`src/rtl/fetch_unit_if.sv`:
```
// Shared fetch packet type and the fetch <-> I-cache request/response bus.
// The fetch unit drives the request side (master); the cache drives the
// response side (slave).

package fetch_unit_pkg;

  typedef struct packed {
    logic        valid;
    logic [31:0] inst;
    logic [31:0] PC;
    logic [31:0] NPC;
  } FETCH_PACKET;

endpackage

interface fetch_unit_if #(
  parameter int PUSH_WIDTH = 4
);

  logic                    icache_req_valid;
  logic                    icache_req_ready;
  logic [31:0]             icache_req_addr;
  logic                    icache_req_epoch;
  logic                    icache_resp_valid;
  logic [32*PUSH_WIDTH-1:0] icache_resp_data;
  logic                    icache_resp_epoch;

  modport master (
    output icache_req_valid,
    output icache_req_addr,
    output icache_req_epoch,
    input  icache_req_ready,
    input  icache_resp_valid,
    input  icache_resp_data,
    input  icache_resp_epoch
  );

  modport slave (
    input  icache_req_valid,
    input  icache_req_addr,
    input  icache_req_epoch,
    output icache_req_ready,
    output icache_resp_valid,
    output icache_resp_data,
    output icache_resp_epoch
  );

endinterface

```
`src/rtl/fetch_unit.sv`:
```
// Fetch stage: keeps the fetch PC, issues one aligned block request at a
// time, holds the returned block until the instruction buffer has enough
// free slots, then pushes the lanes from the fetch PC onward as compacted
// fetch packets. Redirects squash in-flight work through a 1-bit epoch.

module fetch_unit
  import fetch_unit_pkg::*;
#(
  parameter int          PUSH_WIDTH  = 4,
  parameter int          IB_IDX_BITS = 4,
  parameter logic [31:0] RESET_PC    = 32'h0
) (
  input  logic                          clock,
  input  logic                          reset,
  input  logic [IB_IDX_BITS:0]          available_slots,
  output FETCH_PACKET [PUSH_WIDTH-1:0]  new_ib_entries,
  input  logic                          redirect_valid,
  input  logic [31:0]                   redirect_pc,
  fetch_unit_if.master                  icache
);

  localparam int          LANE_BITS = $clog2(PUSH_WIDTH);
  localparam int          BLK_BITS  = LANE_BITS + 2;
  localparam int          CNT_W     = LANE_BITS + 1;
  localparam logic [31:0] BLK_BYTES = 32'(PUSH_WIDTH * 4);
  localparam logic [31:0] BLK_MASK  = BLK_BYTES - 32'd1;

  typedef enum logic [1:0] {
    S_FETCH = 2'd0,
    S_WAIT  = 2'd1,
    S_HOLD  = 2'd2
  } state_t;

  state_t                   state_r;
  logic [31:0]              fetch_pc_r;
  logic                     epoch_r;
  logic [32*PUSH_WIDTH-1:0] hold_data_r;
  logic [31:0]              hold_base_r;
  logic [LANE_BITS-1:0]     hold_first_r;

  logic [31:0]              block_base_s;
  logic [CNT_W-1:0]         cnt_s;
  logic                     push_s;

  // Block address, lane count of the held block, and the push decision.
  always_comb begin
    block_base_s = fetch_pc_r & ~BLK_MASK;
    cnt_s        = CNT_W'(PUSH_WIDTH) - CNT_W'(hold_first_r);
    if (!reset && (state_r == S_HOLD) && !redirect_valid &&
        (32'(available_slots) >= 32'(cnt_s))) begin
      push_s = 1'b1;
    end else begin
      push_s = 1'b0;
    end
  end

  // Request strobe: only in FETCH, suppressed by reset and by a redirect.
  always_comb begin
    icache.icache_req_addr  = block_base_s;
    icache.icache_req_epoch = epoch_r;
    if (!reset && (state_r == S_FETCH) && !redirect_valid) begin
      icache.icache_req_valid = 1'b1;
    end else begin
      icache.icache_req_valid = 1'b0;
    end
  end

  // Push bundle: lanes first..PUSH_WIDTH-1 compacted into entries 0..cnt-1.
  always_comb begin
    new_ib_entries = '0;
    for (int j = 0; j < PUSH_WIDTH; j++) begin
      if (push_s && (j < int'(cnt_s))) begin
        new_ib_entries[j].valid = 1'b1;
        new_ib_entries[j].inst  = hold_data_r[32*(int'(hold_first_r) + j) +: 32];
        new_ib_entries[j].PC    = hold_base_r + 32'(4 * (int'(hold_first_r) + j));
        new_ib_entries[j].NPC   = hold_base_r + 32'(4 * (int'(hold_first_r) + j + 1));
      end else begin
        new_ib_entries[j] = '0;
      end
    end
  end

  // Fetch sequencing: request, wait for matching epoch, hold until credit.
  always_ff @(posedge clock) begin
    if (reset) begin
      state_r      <= S_FETCH;
      fetch_pc_r   <= RESET_PC;
      epoch_r      <= 1'b0;
      hold_data_r  <= '0;
      hold_base_r  <= 32'h0;
      hold_first_r <= '0;
    end else if (redirect_valid) begin
      fetch_pc_r <= redirect_pc;
      case (state_r)
        S_FETCH: state_r <= S_FETCH;
        S_WAIT: begin
          // The outstanding request becomes stale; a response arriving in
          // this same cycle is already stale and is dropped here.
          epoch_r <= ~epoch_r;
          if (icache.icache_resp_valid) begin
            state_r <= S_FETCH;
          end else begin
            state_r <= S_WAIT;
          end
        end
        S_HOLD:  state_r <= S_FETCH;
        default: state_r <= S_FETCH;
      endcase
    end else begin
      case (state_r)
        S_FETCH: begin
          if (icache.icache_req_ready) begin
            state_r <= S_WAIT;
          end else begin
            state_r <= S_FETCH;
          end
        end
        S_WAIT: begin
          if (icache.icache_resp_valid) begin
            if (icache.icache_resp_epoch == epoch_r) begin
              hold_data_r  <= icache.icache_resp_data;
              hold_base_r  <= block_base_s;
              hold_first_r <= fetch_pc_r[BLK_BITS-1:2];
              state_r      <= S_HOLD;
            end else begin
              state_r <= S_FETCH;
            end
          end else begin
            state_r <= S_WAIT;
          end
        end
        S_HOLD: begin
          if (push_s) begin
            fetch_pc_r <= hold_base_r + BLK_BYTES;
            state_r    <= S_FETCH;
          end else begin
            state_r <= S_HOLD;
          end
        end
        default: state_r <= S_FETCH;
      endcase
    end
  end

endmodule
```
`src/flat_wrapper.sv`:
```
// flat-port wrapper written by rule: the top's interface ports become plain ports
module fetch_unit_flat import fetch_unit_pkg::*;
#(
  parameter int          PUSH_WIDTH  = 4,
  parameter int          IB_IDX_BITS = 4,
  parameter logic [31:0] RESET_PC    = 32'h0
)
  (clock, reset, available_slots, new_ib_entries, redirect_valid, redirect_pc, icache_icache_req_valid, icache_icache_req_addr, icache_icache_req_epoch, icache_icache_req_ready, icache_icache_resp_valid, icache_icache_resp_data, icache_icache_resp_epoch);
  fetch_unit_if #(.PUSH_WIDTH(PUSH_WIDTH)) icache_i ();
  input  logic clock;
  input  logic reset;
  input  logic [IB_IDX_BITS:0] available_slots;
  output FETCH_PACKET [PUSH_WIDTH-1:0] new_ib_entries;
  input  logic redirect_valid;
  input  logic [31:0] redirect_pc;
  output wire logic [$bits(icache_i.icache_req_valid)-1:0] icache_icache_req_valid;
  output wire logic [$bits(icache_i.icache_req_addr)-1:0] icache_icache_req_addr;
  output wire logic [$bits(icache_i.icache_req_epoch)-1:0] icache_icache_req_epoch;
  input wire logic [$bits(icache_i.icache_req_ready)-1:0] icache_icache_req_ready;
  input wire logic [$bits(icache_i.icache_resp_valid)-1:0] icache_icache_resp_valid;
  input wire logic [$bits(icache_i.icache_resp_data)-1:0] icache_icache_resp_data;
  input wire logic [$bits(icache_i.icache_resp_epoch)-1:0] icache_icache_resp_epoch;
  assign icache_icache_req_valid = icache_i.icache_req_valid;
  assign icache_icache_req_addr = icache_i.icache_req_addr;
  assign icache_icache_req_epoch = icache_i.icache_req_epoch;
  assign icache_i.icache_req_ready = icache_icache_req_ready;
  assign icache_i.icache_resp_valid = icache_icache_resp_valid;
  assign icache_i.icache_resp_data = icache_icache_resp_data;
  assign icache_i.icache_resp_epoch = icache_icache_resp_epoch;
  fetch_unit #(.PUSH_WIDTH(PUSH_WIDTH), .IB_IDX_BITS(IB_IDX_BITS), .RESET_PC(RESET_PC)) u_core (.clock(clock), .reset(reset), .available_slots(available_slots), .new_ib_entries(new_ib_entries), .redirect_valid(redirect_valid), .redirect_pc(redirect_pc), .icache(icache_i));
endmodule
```
`config.mk`:
```
export PLATFORM = sky130hd
export DESIGN_NAME = fetch_unit_flat
export DESIGN_NICKNAME = d
export VERILOG_FILES = /design/src/rtl/fetch_unit_if.sv /design/src/rtl/fetch_unit.sv /design/src/flat_wrapper.sv
export SDC_FILE = /design/constraint.sdc
export NUM_CORES = 1
export LEC_CHECK = 0
export CAP_MARGIN = 0
export CORE_AREA = 2 2 227 229
export DETAILED_ROUTE_END_ITERATION = 7
export DIE_AREA = 0 0 229 231
export DONT_BUFFER_PORTS = 1
export GPL_TIMING_DRIVEN = 0
export HOLD_SLACK_MARGIN = 0.02
export REMOVE_ABC_BUFFERS = 1
export SLEW_MARGIN = 10
export SYNTH_ARGS = -nofsm -noshare
export SYNTH_HDL_FRONTEND = slang
export SYNTH_SLANG_ARGS = --single-unit
```
`constraint.sdc`:
```
create_clock -name clock -period 3.11 [get_ports clock]
set_input_delay 0.311 -clock clock [delete_from_list [all_inputs] [get_ports clock]]
set_output_delay 0.311 -clock clock [all_outputs]
set_load 0.03 [all_outputs]
```
-- Yosys cells after proc, flatten, opt, wreduce, memory -nomap -nowiden
Cells that the tools add are included.
- add/subtract/negate cells: 15
- order comparisons: 5
- eq/ne operators: 3
- shift-type cells: 4
- multiplexer cells: 17
- bitwise logic cells: 2
- reduce and logical (&&, ||, !) cells: 17
- operator list (kind ; count):
    $mux 97 ; 4
    $shiftx 128x32->32 ; 3
    $add 32x32->32 ; 6
    $shiftx 128x8->32 ; 1
    $mux 32 ; 3
    $add 30x2->30 const B ; 3
    $add 32x4->32 ; 1
    $add 32x5->32 const B ; 1
    $mux 2 ; 5
    $logic_and 1x1->1 ; 9
    $add 2x2->3 const B ; 2
    $lt 1x3->1 const A ; 2
    $lt 2x3->1 const A ; 2
    $pmux 2 s3 ; 1
    $ge 5x3->1 ; 1
    $mux 1 ; 4
    $reduce_and 2->1 ; 2
    $reduce_and 4->1 ; 1
    $reduce_bool 2->1 ; 2
    $add 2x1->3 const B ; 1
    $sub 3x2->3 const A ; 1
    $eq 2x1->1 const B ; 1
    $eq 2x2->1 const B ; 1
    $logic_not 1->1 ; 2
    3 further kinds ; 4
- flip-flop bits (word level): 193
- input bits: 171
- output and inout bits: 422
- word-level logic and storage cells: 69

-- Depth between registers and ports, before layout
- depth in word-level cells: 8
- mapped depth: 14
- depth with buffers taken out: 10

-- Worst setup path after synthesis
OpenSTA, ideal clock, no wires.
- kind: register to output
- from: register u_core.hold_first_r[1]
- to: output new_ib_entries[64] (netlist name)
- data arrival time: 2.766 ns
- setup slack: 0.033 ns
- cell stages (with the launch flop): 11
- path buffers: 3
- cells stage by stage: dfxtp_1 -> clkbuf_1 -> inv_1 -> ha_1 -> inv_1 -> o221a_2 -> o21ai_2 -> a21o_1 -> buf_2 -> buf_2 -> a211oi_1
- RTL lines (item ; RTL line ; RTL):
    start, declared ; fetch_unit.sv:39 ; logic [LANE_BITS-1:0] hold_first_r;
    start signal, assigned ; fetch_unit.sv:123 ; hold_first_r <= fetch_pc_r[BLK_BITS-1:2];
    end, declared ; flat_wrapper.sv:13 ; output FETCH_PACKET [PUSH_WIDTH-1:0] new_ib_entries;

==> run metrics <==
die width between 200 and 250 um; min-delay worst type input port to flip-flop; final net count around 2300; r2r worst-path depth 12; synthesis-to-finish area growth 60.4%; RSZ-0062 raised after global routing true; internal power ~3.8 mW; final hold vios 0; final core utilization between 40 and 50%; clock buffer depth 2; fraction of registers with async set/reset 0%; Adder-Cell Fraction of Synth Area under 10%; port buffer count 0; overall power roughly 5.3 mW; wire length per cell between 20 and 30 um; Sw Ratio 29.6%; Leak 6.59 nW; Sum Neg Setup Slack -46940 ps; post-route setup slack -332 ps; Max Fclk 0.291 GHz; CTS tree yes; ratio of final minimum period to clock period 111%; vias per cell between 5 and 6; Non-Filler Instances ~2800; Syn Std Cell Area 13600 sq um; worst endpoint required time around 2800 ps; Synth area leader dfxtp_1; Slew Viols, Final 0; WHS 68.8 ps; Ys Warns 0; first-pass GRT wire length between 100000 and 150000 um; total CTS buffers 17; Hold Crit Depth 3; Die Area about 53000 sq um; WP data arrival 3130 ps; Clock H-tree levels 4; num rows 83; WS Path Type flip-flop to primary output; largest family of logic cells by synthesized area simple AND/OR/NAND/NOR gates; Max-slew headroom between 15 and 20%; final global-route overflow total 0; Ports around 590; pwr/cell area 246 nW/um^2; DRC 0; clock-pin slew on the worst setup and hold paths 80 ps; Gate Count Post-Synth around 2000; post-synthesis mux area share under 10%; wirelength, routed 78500 um; Synth Area in Compound Gates ~14%; Tot GR Track Use 26.9%; top cell type's share of synthesized area between 20% and 30%; Max Clock Skew 37.4 ps; Logic pwr share 8.4%; Clock Power Share between 40% and 50%; final setup violation count between 300 and 400; largest net degree at the start of global routing 164; crit path max fanout 6; Core Footprint around 51000 sq um; Inst Count DP 2471; synth unique cells 51; first drt pass iteration count 5; sw power around 1.6 mW; initial antenna violation count 4; layout cells sized above 1 a little over a third; # fillers 4589; Max VDD drop between 0.3 and 0.4 mV; vias in the first global route about 16000; Clock Sinks around 190; Root Driver clkbuf_16; Slew @ Worst Pin 1250 ps; largest cells by area after synthesis dfxtp_1 (28%), nand2_1 (11%), nor2_1 (9.2%); vias post-DR 16100; outcome finished, violations left; Final Wtd Congestion 0.896; number of synthesized flops with an enable pin 0; sequential-to-total area share from yosys stat ~28%; max cap viols 0; initial core utilization 26.8%; post-route ant nets 0; Synth Area in Simple Gates about a third; top-count cell post-synth nand2_1; die height approximately 230 um; FF+latch count, synth 191; Final Critical Period between 3000 and 4000 ps; crit start category flip-flop; main flop type after synthesis dfxtp_1; iteration-0 DRC count of the detailed router between 1000 and 1500; hpwl dp approximately 43000 um; failing checks setup timing; CP endpoint kind primary output; clock latency on the worst-skew pair between 500 and 600 ps; most instantiated cells after synthesis nand2_1 (398), nor2_1 (334), a21oi_1 (204); mean area per synthesized cell just under 7 sq um; Sequential Power Share between 40% and 50%; Synth Area in XOR/XNOR about a tenth
## power groups by stage
stage	Combinational, mW	Clock [mW]	Sequential, mW
floorplan	0.140	0	2.62
global placement	0.171	0	2.64
detailed placement	0.185	0	2.64
CTS	0.426	2.39	2.57
global route	0.471	2.47	2.58
finish	0.447	2.33	2.57
## worst max-delay path, cell delays in order, from the launching register on
cell        delay (ps)
dfxtp_4            370
buf_16             130
clkinvlp_4         100
ha_4               160
inv_4               40
ha_4               140
or3_4              330
a31o_4             230
o211ai_1           250
buf_4              200
buf_12             120
buf_12             110
buf_12             130
buf_12             140
clkinvlp_4         170
## cell families after synthesis
family | Yosys count
simple gates | 969
compound gates | 325
buf+inv | 243
flops | 191
xor+xnor | 158
mux | 66
fa+ha+maj | 18
other cells | 1
## cell type report
cell class | count | area, sq um | area share, %
multi-input combinational | 1561 | 11900 | 54.6
timing repair buffer | 343 | 4380 | 20.1
sequential | 191 | 3900 | 17.9
tap | 680 | 851 | 3.91
clock buffer | 18 | 429 | 1.97
clock inverter | 14 | 165 | 0.759
inverter | 13 | 85.1 | 0.391
timing repair inverter | 4 | 58.8 | 0.270
antenna | 3 | 7.51 | 0.0345
## through the flow
stage,cell area (sq um),worst slack (ps)
6_report,21800,-332
5_1_grt,21800,-415
4_1_cts,20600,-283
3_5_place_dp,13900,-1570
3_3_place_gp,13300,-11800
2_1_floorplan,12500,-5170
## worst paths after layout
kind | startpoint | to | slack (ps)
worst max-delay path | u_core.hold_first_r[0] | new_ib_entries[387] | -330
worst min-delay path | reset | u_core.state_r[1] | 70
worst max register to register | u_core.hold_first_r[0] | u_core.fetch_pc_r[23] | 140
worst min register to register | u_core.hold_data_r[9] | u_core.hold_data_r[9] | 450
## cells in the final DEF, fill, tap and decap left out, drive strengths merged, types with 7 or more instances in the layout
master       instances
inv                 20
a21oi              204
ha                  16
nor2b               41
nand3               36
nor3                24
mux2i               66
dfxtp              191
clkbuf              23
and2                74
buf                181
nor4                 9
a211oi              64
dlygate4sd3        155
xor2                95
nor2               334
xnor2               63
clkinv               7
a22oi               21
nand2              400
nand4               21
nand3b               9
and3                11
o21ai               25
conb                20
## flip-flops by register name, summed over array words and instances (netlist names)
name and flops:
u_core.fetch_pc_r 30, u_core.hold_base_r 28, u_core.hold_data_r 128, u_core.hold_first_r 2
u_core.icache.icache_req_epoch 1, u_core.state_r 2
## routing by layer
layer	routed length, um	up-vias	global-route usage [%]
met2	38000	1296	46.8
met5	11	-	0
li1	-	6684	-
met1	26800	7751	28.5
met3	7730	332	7.93
met4	5950	2	17.5
## repair_timing
item | CTS | global route
hold endpoints to repair | 189 | 0
gates cloned | 33 | 6
setup buffers | 95 | 51
endpoints found under the setup margin | 398 | 363
pin swaps | 127 | 115
hold buffers | 157 | 0
resized for setup | 826 | 189
Note: power is estimated with default switching activity, not from simulation.
